[src/rtl/msu_cmd_scheduler.sv]
// MSU-1 request scheduler: latches track/jump/sector requests and serialises them onto the HPS ext command channel.
// Optional mount watchdog enabled by defining MSU_CMD_TIMEOUT_EN (uses TIMEOUT_CYCLES).
module msu_cmd_scheduler #(
    parameter logic [31:0] TIMEOUT_CYCLES = 32'd100_000_000
) (
    input  logic        clk_sys,
    input  logic        reset,
    input  logic        msu_trackrequest,
    input  logic [15:0] msu_trackout,
    input  logic        msu_audio_jump_sector,
    input  logic [31:0] msu_audio_sector,
    input  logic        msu_audio_req,
    output logic        cmd_valid,
    output logic [47:0] cmd_data,
    input  logic        cmd_ready,
    input  logic        rsp_valid,
    input  logic [15:0] rsp_code,
    output logic        msu_trackmounting,
    output logic        msu_trackmissing,
    output logic        sched_busy,
    output logic        timeout_err
);

    localparam int unsigned CMD_W   = 48;
    localparam int unsigned TRACK_W = 16;
    localparam int unsigned SECT_W  = 32;

    localparam logic [15:0] OP_SECTOR   = 16'h0034;
    localparam logic [15:0] OP_TRACK    = 16'h0035;
    localparam logic [15:0] OP_JUMP     = 16'h0036;
    localparam logic [15:0] RSP_MOUNTED = 16'h0201;
    localparam logic [15:0] RSP_MISSING = 16'h0401;

    typedef enum logic [1:0] {
        S_IDLE       = 2'd0,
        S_ISSUE      = 2'd1,
        S_WAIT_MOUNT = 2'd2
    } state_t;

    state_t r_state;
    state_t w_state_nxt;

    logic               r_trk_d, r_jmp_d, r_sec_d;
    logic               r_trk_pend, r_jmp_pend, r_sec_pend;
    logic [TRACK_W-1:0] r_trk_num;
    logic [SECT_W-1:0]  r_jmp_sector;
    logic               r_issue_trk;
    logic               r_cmd_valid;
    logic [CMD_W-1:0]   r_cmd_data;
    logic               r_mounting, r_missing, r_busy, r_timeout_err;

    logic               w_trk_pend_nxt, w_jmp_pend_nxt, w_sec_pend_nxt;
    logic [TRACK_W-1:0] w_trk_num_nxt;
    logic [SECT_W-1:0]  w_jmp_sector_nxt;
    logic               w_issue_trk_nxt;
    logic               w_cmd_valid_nxt;
    logic [CMD_W-1:0]   w_cmd_data_nxt;
    logic               w_mounting_nxt, w_missing_nxt, w_busy_nxt, w_timeout_err_nxt;

    logic w_trk_edge, w_jmp_edge, w_sec_edge;
    logic w_hs, w_any_pend, w_rsp_ok, w_rsp_miss, w_timeout;

    assign w_trk_edge = msu_trackrequest & ~r_trk_d;
    assign w_jmp_edge = msu_audio_jump_sector & ~r_jmp_d;
    assign w_sec_edge = msu_audio_req & ~r_sec_d;
    assign w_hs       = r_cmd_valid & cmd_ready;
    assign w_any_pend = r_trk_pend | r_jmp_pend | r_sec_pend;
    assign w_rsp_ok   = rsp_valid && (rsp_code == RSP_MOUNTED);
    assign w_rsp_miss = rsp_valid && (rsp_code == RSP_MISSING);

`ifdef MSU_CMD_TIMEOUT_EN
    logic [31:0] r_to_cnt;

    // Watchdog counts cycles spent waiting for the mount answer
    always_ff @(posedge clk_sys) begin
        if (reset)
            r_to_cnt <= 32'd0;
        else if (w_hs && r_issue_trk)
            r_to_cnt <= 32'd0;
        else if (r_state == S_WAIT_MOUNT)
            r_to_cnt <= r_to_cnt + 32'd1;
    end

    assign w_timeout = (r_state == S_WAIT_MOUNT) && (r_to_cnt == TIMEOUT_CYCLES - 32'd1);
`else
    logic w_unused_timeout_cycles;
    assign w_unused_timeout_cycles = ^TIMEOUT_CYCLES;
    assign w_timeout = 1'b0;
`endif

    // State register
    always_ff @(posedge clk_sys) begin
        if (reset)
            r_state <= S_IDLE;
        else
            r_state <= w_state_nxt;
    end

    // Next-state logic
    always_comb begin
        w_state_nxt = r_state;
        case (r_state)
            S_IDLE:
                if (w_any_pend)
                    w_state_nxt = S_ISSUE;
            S_ISSUE:
                if (w_hs)
                    w_state_nxt = r_issue_trk ? S_WAIT_MOUNT : S_IDLE;
            S_WAIT_MOUNT:
                if (w_rsp_ok || w_rsp_miss || w_timeout)
                    w_state_nxt = S_IDLE;
            default:
                w_state_nxt = S_IDLE;
        endcase
    end

    // Output / request bookkeeping; new edges are applied last so they win over clears
    always_comb begin
        w_trk_pend_nxt    = r_trk_pend;
        w_jmp_pend_nxt    = r_jmp_pend;
        w_sec_pend_nxt    = r_sec_pend;
        w_trk_num_nxt     = r_trk_num;
        w_jmp_sector_nxt  = r_jmp_sector;
        w_issue_trk_nxt   = r_issue_trk;
        w_cmd_valid_nxt   = r_cmd_valid;
        w_cmd_data_nxt    = r_cmd_data;
        w_mounting_nxt    = r_mounting;
        w_missing_nxt     = r_missing;
        w_timeout_err_nxt = r_timeout_err;

        case (r_state)
            S_IDLE: begin
                if (r_trk_pend) begin
                    w_trk_pend_nxt  = 1'b0;
                    w_issue_trk_nxt = 1'b1;
                    w_cmd_valid_nxt = 1'b1;
                    w_cmd_data_nxt  = {16'h0000, r_trk_num, OP_TRACK};
                end else if (r_jmp_pend) begin
                    w_jmp_pend_nxt  = 1'b0;
                    w_issue_trk_nxt = 1'b0;
                    w_cmd_valid_nxt = 1'b1;
                    w_cmd_data_nxt  = {r_jmp_sector, OP_JUMP};
                end else if (r_sec_pend) begin
                    w_sec_pend_nxt  = 1'b0;
                    w_issue_trk_nxt = 1'b0;
                    w_cmd_valid_nxt = 1'b1;
                    w_cmd_data_nxt  = CMD_W'(OP_SECTOR);
                end
            end
            S_ISSUE: begin
                if (w_hs) begin
                    w_cmd_valid_nxt = 1'b0;
                    if (r_issue_trk) begin
                        w_mounting_nxt    = 1'b1;
                        w_missing_nxt     = 1'b0;
                        w_timeout_err_nxt = 1'b0;
                    end
                end
            end
            S_WAIT_MOUNT: begin
                if (w_rsp_ok) begin
                    w_mounting_nxt = 1'b0;
                    w_missing_nxt  = 1'b0;
                end else if (w_rsp_miss || w_timeout) begin
                    w_mounting_nxt = 1'b0;
                    w_missing_nxt  = 1'b1;
                    w_jmp_pend_nxt = 1'b0;
                    if (!w_rsp_miss)
                        w_timeout_err_nxt = 1'b1;
                end
            end
            default: ;
        endcase

        if (w_trk_edge) begin
            w_trk_pend_nxt = 1'b1;
            w_trk_num_nxt  = msu_trackout;
            w_jmp_pend_nxt = 1'b0;
            w_sec_pend_nxt = 1'b0;
        end
        if (w_jmp_edge) begin
            w_jmp_pend_nxt   = 1'b1;
            w_jmp_sector_nxt = msu_audio_sector;
            w_sec_pend_nxt   = 1'b0;
        end
        if (w_sec_edge && !r_mounting && !r_trk_pend)
            w_sec_pend_nxt = 1'b1;

        w_busy_nxt = (w_state_nxt != S_IDLE) | w_trk_pend_nxt | w_jmp_pend_nxt | w_sec_pend_nxt;
    end

    // Datapath and registered outputs; edge detectors track the inputs through reset
    always_ff @(posedge clk_sys) begin
        r_trk_d <= msu_trackrequest;
        r_jmp_d <= msu_audio_jump_sector;
        r_sec_d <= msu_audio_req;
        if (reset) begin
            r_trk_pend    <= 1'b0;
            r_jmp_pend    <= 1'b0;
            r_sec_pend    <= 1'b0;
            r_trk_num     <= '0;
            r_jmp_sector  <= '0;
            r_issue_trk   <= 1'b0;
            r_cmd_valid   <= 1'b0;
            r_cmd_data    <= '0;
            r_mounting    <= 1'b0;
            r_missing     <= 1'b0;
            r_busy        <= 1'b0;
            r_timeout_err <= 1'b0;
        end else begin
            r_trk_pend    <= w_trk_pend_nxt;
            r_jmp_pend    <= w_jmp_pend_nxt;
            r_sec_pend    <= w_sec_pend_nxt;
            r_trk_num     <= w_trk_num_nxt;
            r_jmp_sector  <= w_jmp_sector_nxt;
            r_issue_trk   <= w_issue_trk_nxt;
            r_cmd_valid   <= w_cmd_valid_nxt;
            r_cmd_data    <= w_cmd_data_nxt;
            r_mounting    <= w_mounting_nxt;
            r_missing     <= w_missing_nxt;
            r_busy        <= w_busy_nxt;
            r_timeout_err <= w_timeout_err_nxt;
        end
    end

    assign cmd_valid         = r_cmd_valid;
    assign cmd_data          = r_cmd_data;
    assign msu_trackmounting = r_mounting;
    assign msu_trackmissing  = r_missing;
    assign sched_busy        = r_busy;
    assign timeout_err       = r_timeout_err;

endmodule

[config.mk]
export PLATFORM = sky130hd
export DESIGN_NAME = msu_cmd_scheduler
export DESIGN_NICKNAME = d
export VERILOG_FILES = /design/src/rtl/msu_cmd_scheduler.sv
export SDC_FILE = /design/constraint.sdc
export NUM_CORES = 1
export LEC_CHECK = 0
export BUFFER_PORTS_ARGS = -buffer_cell sky130_fd_sc_hd__buf_2
export CAP_MARGIN = 20
export CORE_AREA = 2 2 86 88
export DETAILED_ROUTE_END_ITERATION = 10
export DIE_AREA = 0 0 88 90
export PLACE_DENSITY = 0.82
export SLEW_MARGIN = 20
export SYNTH_ARGS = -nofsm -noshare
export SYNTH_HDL_FRONTEND = slang
export SYNTH_SLANG_ARGS = --single-unit
[constraint.sdc]
create_clock -name clk_sys -period 3.36 [get_ports clk_sys]
set_input_delay 0.504 -clock clk_sys [delete_from_list [all_inputs] [get_ports clk_sys]]
set_output_delay 0.504 -clock clk_sys [all_outputs]
set_load 0.02 [all_outputs]
# == After elaboration in Yosys (flattened, before gate mapping) ==
# Cells that the tools add are included.
# classes
eq_ne,8
n_mux,40
bitwise_logic,12
n_reduce_logical,15
# op_table
cell,count
two-way mux 48 bit,3
two-way mux 1 bit,28
equality test 16 x 10 -> 1 bit (second input constant),1
equality test 16 x 11 -> 1 bit (second input constant),1
two-way mux 2 bit,4
case mux 1 bit (2 select lines),4
case mux 2 bit (3 select lines),1
nonzero test 2 bit,3
bitwise OR 1 bit,5
bitwise AND 1 bit,4
logical AND 1 bit,4
!= test 2 bit (second input constant),2
!= test 4 bit (second input constant),1
AND reduction 4 bit,1
!= test 3 bit (second input constant),1
inverter 1 bit,3
AND reduction 3 bit,1
nonzero test 3 bit,1
equality test 2 x 1 -> 1 bit (second input constant),1
equality test 2 bit (second input constant),1
logical NOT 1 bit,2
logical NOT 2 bit,1
AND reduction 2 bit,1
logical OR 1 bit,1
# word_totals
ff_bits,109
inputBits,71
out_inout_bits,53

# == Depth between registers and ports, before layout ==
# Gate-level depths: netlist (run 1).
# depth
word_depth,9
depth_mapped,6
ltp_nobuf,4

# == Worst setup path after synthesis (run 1) ==
# No wires, ideal clock.
# synth_path
kind,input to register
start,input rsp_code[2]
end,"register r_busy, in the netlist sched_busy"
arrival_ps,1606
required_time_ps,3226
slack_ps,1620
path_stages,4
cell_sequence,nor4b_2 -> and4_1 -> a221oi_1 -> or4_1
# synth_between
elab_chain_len,9
word_cells_on_any_way,16
cone_classes,eq/ne: 2; mux: 7; bitwise: 3; reduce/logical: 4
# synth_lines
element,line_no,text
from (decl),17,"input logic [15:0] rsp_code,"
equality test 16 x 11 -> 1 bit or equality test 16 x 10 -> 1 bit (tied branches),"69, 68",
logical AND 1 bit (on tied branches),"69, 68",
two-way mux 1 bit or logical OR 1 bit (tied branches),"164, 110",
two-way mux 1 bit or two-way mux 2 bit (tied branches),"161, 110",
case mux 1 bit (2 select lines) or case mux 2 bit (3 select lines) (tied branches),"131, 102",
two-way mux 1 bit or nonzero test 2 bit (tied branches),"175, 189",
two-way mux 1 bit or bitwise OR 1 bit (tied branches),"181, 189",
bitwise OR 1 bit (*) (2 in a row),189,w_busy_nxt = (w_state_nxt != S_IDLE) | w_trk_pend_nxt | w_jmp_pend_nxt | w_sec_pend_nxt;
to (signal assigned),221,r_busy <= w_busy_nxt;
to (decl),50,"logic r_mounting, r_missing, r_busy, r_timeout_err;"
# Mark *: on every way between the ends. The rest lies on a longest branch, timed or not.
# A chain may end at the register's enable or synchronous reset.

# == Final worst setup path (run 1) ==
# layout_path
start,register r_trk_pend
end,"register r_cmd_data[28], in the netlist cmd_data[28]"
# layout_between
elab_chain_len,2
word_cells_on_any_way,3
cone_classes,mux: 1; reduce/logical: 2
# layout_lines
element,line_no,text
from (decl),44,"logic r_trk_pend, r_jmp_pend, r_sec_pend;"
from (signal assigned),211,r_trk_pend <= w_trk_pend_nxt;
nonzero test 3 bit (no line),-,
AND reduction 2 bit (no line),-,
to (signal assigned),218,r_cmd_data <= w_cmd_data_nxt;
to (decl),49,logic [CMD_W-1:0] r_cmd_data;
# Parallel ways exist; a longest one is shown, timed or not.

==> results of run 1 <==
-- routing by layer --
metal,global-route usage,wire length [um],share of wire,up-vias
met5,0,0,0,-
met4,0.0974,154,0.018,0
met1,0.296,3650,0.42,1516
met2,0.347,4420,0.51,116
li1,-,-,-,1609
met3,0.0395,489,0.056,13
-- final timing paths --
check        cells after the start               end                   from  slack [ps]
max                              4      cmd_data[28]             r_trk_pend        1120
min                              1           r_jmp_d  msu_audio_jump_sector         290
max reg2reg                      4      cmd_data[28]             r_trk_pend        1120
min reg2reg                      2  r_jmp_sector[23]       r_jmp_sector[23]         460
-- metrics by stage --
stage	hold WS, ps	utilization
floorplan	437	-
global placement	442	0.589
detailed placement	449	0.589
CTS	277	0.619
global route	276	0.619
finish	285	0.619
-- worst register-to-register path: stages (launching register included) --
cell     delay, ps
dfxtp_1        620
o31ai_4        920
buf_4          350
a22oi_1        110
a21oi_1        170
-- layout make-up --
| class | count | share of cell area |
|---|---|---|
| Sequential cell | 95 | 0.437 |
| Multi-Input combinational cell | 289 | 0.347 |
| Timing Repair Buffer | 117 | 0.138 |
| Clock buffer | 11 | 0.0325 |
| Tap cell | 99 | 0.0285 |
| Clock inverter | 4 | 0.0161 |
-- synthesized netlist by cell type --
| master | number |
|---|---|
| o31ai_2 | 1 |
| o32ai_1 | 1 |
| nor2_1 | 22 |
| nor4b_1 | 1 |
| clkbuf_1 | 18 |
| o31ai_1 | 1 |
| a22oi_1 | 32 |
| nor2b_1 | 2 |
| and4_1 | 2 |
| nor4_2 | 1 |
| or4_1 | 1 |
| a221oi_1 | 2 |
| a31oi_1 | 1 |
| nand2b_1 | 3 |
| o31a_1 | 1 |
| or4b_2 | 1 |
| dfxtp_1 | 95 |
| nor4b_2 | 3 |
| and2b_4 | 1 |
| a211oi_1 | 1 |
| nand3_1 | 16 |
| a21boi_0 | 1 |
| xnor2_1 | 1 |
| a2111oi_0 | 1 |
| a41oi_2 | 1 |
| nor4_1 | 1 |
| buf_6 | 1 |
| a21oi_1 | 70 |
| buf_4 | 15 |
| nand2_1 | 101 |
| buf_2 | 9 |
| conb_1 | 1 |
| o311ai_0 | 1 |
| buf_1 | 5 |
| nand4b_1 | 1 |
| nor3_1 | 1 |
| o22ai_1 | 1 |
| o21ai_0 | 2 |
| nand4_1 | 2 |
-- where the power goes --
part	total [mW]	internal, mW	switching (mW)
registers	1.20	1.17	0.0354
clock network	0.794	0.434	0.360
logic	0.244	0.0896	0.154
total	2.24	1.69	0.550
-- sequential cells by signal (all words and copies together) (netlist names) --
name               flops
cmd_data              35
cmd_valid              1
msu_trackmissing       1
msu_trackmounting      1
r_jmp_d                1
r_jmp_pend             1
r_jmp_sector          32
r_sec_d                1
r_sec_pend             1
r_state                2
r_trk_d                1
r_trk_num             16
r_trk_pend             1
sched_busy             1
-- cell families (layout without fill, tap and decap cells) --
family,count (synthesis),after routing,share of synthesized area
AOI/OAI and AO/OA,117,117,0.199
xor gates and xnor gates,1,1,0.00243
buffers and inverters,48,132,0.0708
DFF,95,95,0.528
other,1,12,0.00104
and+or+nand+nor,159,159,0.199
==> impl_metrics.yaml, run 1 <==
clock_network:
  clock_path_buffers: 2
  cts_resized: 0
  cts_tree: "done"
  path_clk_slew_ps: 90
  cts.sinks: 95
  ctsRootBufferMaster: "clkbuf_8"
  clk_latency_ps: 340
  cts_buffers: 9
  post_cts_buffers: 0
  htreeDepth: 3
  cts-hold-fix-buffers: 0
route:
  ant_nets: 0
  wl_per_cell_um: 14.2
  wirelength_mm: 8.71
  drt_iter0_drc: 259
  drc_errors: 0
  drt_pass1_iterations: 4
  via_per_inst: 5.29
  vias: 3254
pwr:
  ir_drop_mv: 0.241
  leakagePower_nw: 1.78
  design_power_total_mw: 2.24
  p_per_area_mw_per_mm2: 516
die:
  core_mm2: 0.00702
  num_io_pins: 124
  die_h_um: 90
  row_count: 31
  die_x_um: 88
  initial_core_util: 0.513
  dieArea_mm2: 0.00792
logic_synthesis:
  synth_area_per_cell_um2: 8.56
  synth.top_cell.area_share: 0.528
  synth_area_mm2: 0.00360
  seq_area_frac_synth: 0.528
  synth_top_cell_by_area: "dfxtp_1"
  ys_top_cells_by_area: "dfxtp_1 (53%), nand2_1 (11%), a21oi_1 (9.7%)"
  synth_cell_types: 39
  yosys_warnings: 0
  ys_seq_elements: 95
  synthCells: 421
cells_and_area:
  finalNonFillerCells: 615
  area_delta_synth_final_pct: 20.7
  antenna_cells: 0
  mostFrequentLayoutCells: "buf_2 (111), nand2_1 (101), dfxtp_1 (95)"
  drive_gt1_frac: 0.273
  multi_input_area_mm2: 0.00151
  final-seq-area_mm2: 0.00190
  layout_commonest_cell: "buf_2"
  n_fill_cell: 630
  final_nets: 583
  finish.instance_area_mm2: 0.00435
sta:
  fin_crit_ps: 2240
  worstMarginPinSlew_ps: 929
  skew_ps: 11.5
  final.setup.worst_slack_ps: 1120
  setup_tns_ps: 0
  final_max_slew_viol_count: 0
  report.final.hold_viol_count: 0
  slew-limit-headroom: 0.380
  rsz0062_at_grt: "false"
  maxClockFrequency_mhz: 447
  setup_violations: 0
  fin_crit_sh: 0.666
global_routing:
  antenna_found_initial: 0
  grt_pass1_wl_mm: 14.1
  grtUsageTotal: 0.221
  grt_pass1_vias: 3021
  grt_start_max_net_pins: 58
  grt_overflow: 0
place:
  dpl.hpwl_mm: 6.05
  place_area_mm2: 0.00413
  dpl_worst_slack_ps: 1170
  dp_cells: 600
  portBuffers: 111
  place.gp.congestion: 0.853
critical_path:
  required_ps: 3610
  cpPeakStageDelay_ps: 920
  crit_chain: "o31ai_4 -> buf_4 -> a22oi_1 -> a21oi_1"
  crit_arrival_ps: 2490
  crit_fanout: 25
  critPathSlowestCell: "o31ai_4"
  crit_path_start_kind: "flop"
  path_class: "flop to flop"
  crit_path_end_kind: "flop"
  cp_top_family: "compound AO/OA/AOI/OAI gates"
  crit_buf_inv: 1
run_status:
  outcome: "completed"
flow_run:
  cap_violations: 0
min_path:
  min_path_type: "primary input to flop"
Note: power is estimated with default switching activity, not from simulation.
==> run 2, diff against run 1 <==
Settings changed: CORE_AREA 2 2 86 88 to 2 2 89 91, DIE_AREA 0 0 88 90 to 0 0 91 93, PLACE_DENSITY 0.82 to 0.77.
Clock period 3.36 ns to 2.15 ns, I/O delays scaled along.
==> run 2 against run 1 <==
Effect of this change: die area grew 6.9%; utilization shrank 3.1 points; total power grew 64%; wire length grew 0.87%; clock skew grew 3.7 ps; sequential share of layout area shrank 0.78 points; global-route usage shrank 1.3 points; critical path type unchanged; critical endpoint is now sched_busy; largest cell class unchanged; largest power group unchanged.
==> impl_metrics.yaml, run 2 (synthesis results as in run 1) <==
global_routing:
  grt_start_max_net_pins: 56
  use_met2: 0.361
  grt_pass1_vias: 3093
  busiest_layer: "met2"
  grt_pass1_wl_mm: 14.3
  use_met3: 0.0443
  antenna_found_initial: 0
  grtUsageTotal: 0.209
  grt_overflow: 0
  grtUsageMet1: 0.251
route:
  vias: 3260
  drc_errors: 0
  wl_per_cell_um: 14.1
  ant_nets: 0
  wirelength_mm: 8.79
  drt_iter0_drc: 142
  drt_pass1_iterations: 4
  via_per_inst: 5.22
critical_path:
  cpPeakStageDelay_ps: 530
  crit_path_start: "r_state[1]"
  crit_arrival_ps: 2000
  path_class: "flop to flop"
  r2r_start: "r_state[1]"
  crit_buf_inv: 0
  crit_fanout: 7
  critPathSlowestCell: "or4_1"
  crit_path_end_kind: "flop"
  required_ps: 2380
  cp_top_family: "simple AND/OR/NAND/NOR gates"
  crit_path_start_kind: "flop"
  crit_chain: "nand2b_1 -> nor4b_1 -> a221oi_1 -> or4_1"
pwr:
  design_power_total_mw: 3.68
  switching_power_mw: 0.926
  p_int_mw: 2.75
  p_per_area_mw_per_mm2: 831
  ir_drop_mv: 0.323
  pwr-share-clk: 0.382
  combPwrFrac: 0.108
  leakagePower_nw: 1.82
  seq_power_share: 0.510
  swShare: 0.252
sta:
  setup_tns_ps: 0
  fin_crit_ps: 1760
  fin_crit_sh: 0.821
  setup_violations: 0
  slew-limit-headroom: 0.641
  maxClockFrequency_mhz: 567
  rsz0062_at_grt: "false"
  holdWs_ps: 87.0
  skew_ps: 15.2
  report.final.hold_viol_count: 0
  worstMarginPinSlew_ps: 539
  final.setup.worst_slack_ps: 386
  final_max_slew_viol_count: 0
flow_run:
  cap_violations: 0
clock_network:
  cts_buffers: 9
  path_clk_slew_ps: 90
  clk_latency_ps: 360
  post_cts_buffers: 0
  cts-hold-fix-buffers: 0
  ctsRootBufferMaster: "clkbuf_8"
  clock_path_buffers: 2
  cts.sinks: 95
  cts_resized: 0
  htreeDepth: 3
  cts_tree: "done"
cells_and_area:
  final_nets: 589
  drive_gt1_frac: 0.283
  mostFrequentLayoutCells: "buf_2 (111), nand2_1 (101), dfxtp_1 (95)"
  area_delta_synth_final_pct: 22.8
  finish.instance_area_mm2: 0.00443
  largest_reg_flops: 35
  antenna_cells: 0
  n_fill_cell: 700
  layout_commonest_cell: "buf_2"
die:
  die_x_um: 91
  dieArea_mm2: 0.00846
  row_count: 32
  initial_core_util: 0.479
  die_h_um: 93
  num_io_pins: 124
  core_mm2: 0.00753
min_path:
  hp-start: "msu_audio_jump_sector"
  min_path_type: "primary input to flop"
place:
  portBuffers: 111
  dpl.hpwl_mm: 6.21
  place_area_mm2: 0.00418
  dpl_worst_slack_ps: 328
  place.gp.congestion: 0.817
run_status:
  outcome: "completed"
run 2: cell types whose count changed in the layout (fill, tap and decap cells not counted), sizes merged:
| cell | change |
|---|---|
| buf | +6 |
| clkbuf | -2 |
| inv | +1 |
| clkinvlp | +1 |
| bufinv | +1 |
run 2: per-layer routing:
metal  wire, um  share of wire
met1       3870           0.44
met2       4300           0.49
met3        421          0.048
met4        199          0.023
met5          0              0
run 2: power groups by stage:
stage | logic (mW) | clock network (mW) | registers (mW)
global placement | 0.390 | 0 | 1.91
finish | 0.396 | 1.40 | 1.88
floorplan | 0.252 | 0 | 1.92
detailed placement | 0.396 | 0 | 1.92
CTS | 0.397 | 1.42 | 1.88
global route | 0.436 | 1.51 | 1.89
run 2: area by class of cell:
type | count | area, um^2 | share of cell area
Clock buffer | 9 | 124 | 0.0280
Tap cell | 102 | 128 | 0.0288
Clock inverter | 7 | 120 | 0.0271
Timing Repair Buffer | 123 | 646 | 0.146
Multi-Input combinational cell | 289 | 1510 | 0.341
Sequential cell | 95 | 1900 | 0.430
run 2: worst paths after layout:
kind / endpoint / slack (ps) / cells past startpoint
worst min register to register: r_jmp_sector[30] / 460 / 2
worst max register to register: sched_busy / 390 / 4
worst max-delay path: sched_busy / 390 / 4
worst min-delay path: r_jmp_d / 90 / 1
run 2: worst register-to-register path, stage by stage, from the launching register on:
cell,delay (ps)
dfxtp_1,480
nand2b_1,180
nor4b_1,290
a221oi_1,150
or4_1,530
run 2: metrics by stage:
stage,util,std cells
after global placement,0.556,609
after detailed placement,0.556,609
after global routing,0.588,625
after CTS,0.588,625
after floorplan,-,432
final,0.588,625
==> run 3, diff against run 2 <==
Settings changed: CORE_AREA 2 2 89 91 to 2 2 93 95, DIE_AREA 0 0 91 93 to 0 0 95 97, PLACE_DENSITY 0.77 to 0.74.
Clock period 2.15 ns to 1.48 ns, I/O delays scaled along.
==> run 3 against run 2 <==
Effect of this change: die area grew 8.9%; final cell count grew 3.7%; register-to-register slack lost 400 ps; sequential share of layout area shrank 2.9 points; fmax grew 18%; critical path depth grew 1; setup slack lost 400 ps; non-clock buffer count grew 20; the flow now finishes with violations (negative setup slack); hold slack lost 16 ps; global-route usage shrank 1.2 points; critical endpoint unchanged.
==> impl_metrics.yaml, run 3 (synthesis results as in run 1) <==
pwr:
  ir_drop_mv: 0.459
  design_power_total_mw: 5.01
  leakagePower_nw: 1.93
  p_per_area_mw_per_mm2: 1050
cells_and_area:
  finalNonFillerCells: 648
  largest_reg_flops: 35
  finish.instance_area_mm2: 0.00477
  mostFrequentLayoutCells: "buf_2 (111), nand2_1 (100), dfxtp_1 (91)"
  drive_gt1_frac: 0.354
  area_delta_synth_final_pct: 32.4
  n_fill_cell: 741
  final_nets: 609
  layout_commonest_cell: "buf_2"
  final_core_util: 0.586
critical_path:
  crit_fanout: 4
  path_class: "flop to flop"
  crit_path_end_kind: "flop"
  critPathSlowestCell: "or4_1"
  required_ps: 1710
  cpPeakStageDelay_ps: 510
  crit_chain: "and2b_4 -> buf_4 -> nand2_2 -> a31oi_1 -> or4_1"
  crit_path_start_kind: "flop"
  crit_arrival_ps: 1730
place:
  dpl.hpwl_mm: 6.31
  place_area_mm2: 0.00431
  portBuffers: 111
  dp_cells: 623
  place.gp.congestion: 0.852
clock_network:
  path_clk_slew_ps: 90
  clock_path_buffers: 2
  htreeDepth: 3
  ctsRootBufferMaster: "clkbuf_8"
  clk_latency_ps: 350
  cts.sinks: 95
  cts_buffers: 9
  cts_tree: "done"
global_routing:
  grtUsageTotal: 0.197
  grt_pass1_wl_mm: 14.6
  grt_overflow: 0
  grt_pass1_vias: 3162
  antenna_found_initial: 1
  grt_start_max_net_pins: 37
run_status:
  outcome: "finished, violations left"
  violations: "negative setup slack"
route:
  via_per_inst: 5.19
  drc_errors: 0
  wl_per_cell_um: 14.4
  wirelength_mm: 9.32
  drt_iter0_drc: 138
  vias: 3364
  ant_nets: 0
  drt_pass1_iterations: 4
sta:
  final_max_slew_viol_count: 0
  final.setup.worst_slack_ps: -18.7
  skew_ps: 9.68
  fin_crit_ps: 1500
  rsz0062_at_grt: "true"
  fin_crit_sh: 1.01
  report.final.hold_viol_count: 0
  maxClockFrequency_mhz: 667
  setup_violations: 1
flow_run:
  cap_violations: 0
min_path:
  min_path_type: "primary input to flop"
die:
  dieArea_mm2: 0.00922
  core_mm2: 0.00813
  die_h_um: 97
  die_x_um: 95
  row_count: 33
  num_io_pins: 124
  initial_core_util: 0.443
[run 3: cell count changes in the layout (fill, tap and decap cells not counted), sizes merged]
cell / change
buf: +15
clkbuf: +6
bufinv: -3
dlygate4sd3: +3
clkinv: -2
clkinvlp: +1
diode: +1
inv: -1
[run 3: critical path, delay by kind of cell (launching register included)]
family | cells | cell delay, ps
buffers and inverters | 1 | 140
and+or+nand+nor | 3 | 790
DFF | 1 | 390
AOI/OAI and AO/OA | 1 | 70
[run 3: per-layer routing]
metal  up-vias  global-route usage  part of all wire
met5         -                   0                 0
met4         0              0.0858             0.018
met3        16              0.0366             0.052
met2        99               0.330              0.48
met1      1587               0.244              0.45
li1       1662                   -                 -
[run 3: per-stage QoR]
step           hold WS [ps]  setup TNS [ps]  setup WS, ps
6_report               71.1           -18.7         -18.7
5_1_grt                74.3            -444         -62.0
4_1_cts                69.5               0          2.03
3_5_place_dp            356            -267          -207
3_3_place_gp            350            -130          -130
2_1_floorplan           250               0          11.5
[run 3: what timing repair did]
action                                  in CTS  in global routing
pin swaps                                    3                 35
hold buffers                                 3                  0
gates cloned                                 1                  2
setup buffers                                2                  1
endpoints found under the hold margin        3                  0
endpoints found under the setup margin      15                 28
gates resized for setup                      6                 33
[run 3: final cells by class]
| class | count | area [um^2] | area share |
|---|---|---|---|
| diodes | 1 | 2.50 | 0.000525 |
| well taps | 105 | 131 | 0.0275 |
| repair buffers | 143 | 893 | 0.187 |
| multi-input cells | 289 | 1650 | 0.345 |
| clock inverters | 2 | 15.0 | 0.00315 |
| clock buffers | 13 | 169 | 0.0354 |
| flip-flops and latches | 95 | 1910 | 0.401 |
[run 3: worst paths after layout]
path           startpoint      endpoint  slack [ps]  depth (start not counted)
max reg2reg    r_state[1]    sched_busy         -20                          5
max            r_state[1]    sched_busy         -20                          5
min reg2reg  r_trk_num[7]  r_trk_num[7]         460                          2
min                 reset    r_trk_pend          70                          2
[run 3: power by group]
| part | switching [mW] | leakage, nW | total [mW] | internal, mW |
|---|---|---|---|---|
| logic | 0.405 | 1.07 | 0.703 | 0.298 |
| clock network | 0.835 | 0.0878 | 1.58 | 0.741 |
| registers | 0.0727 | 0.777 | 2.73 | 2.65 |
| total | 1.31 | 1.93 | 5.01 | 3.69 |
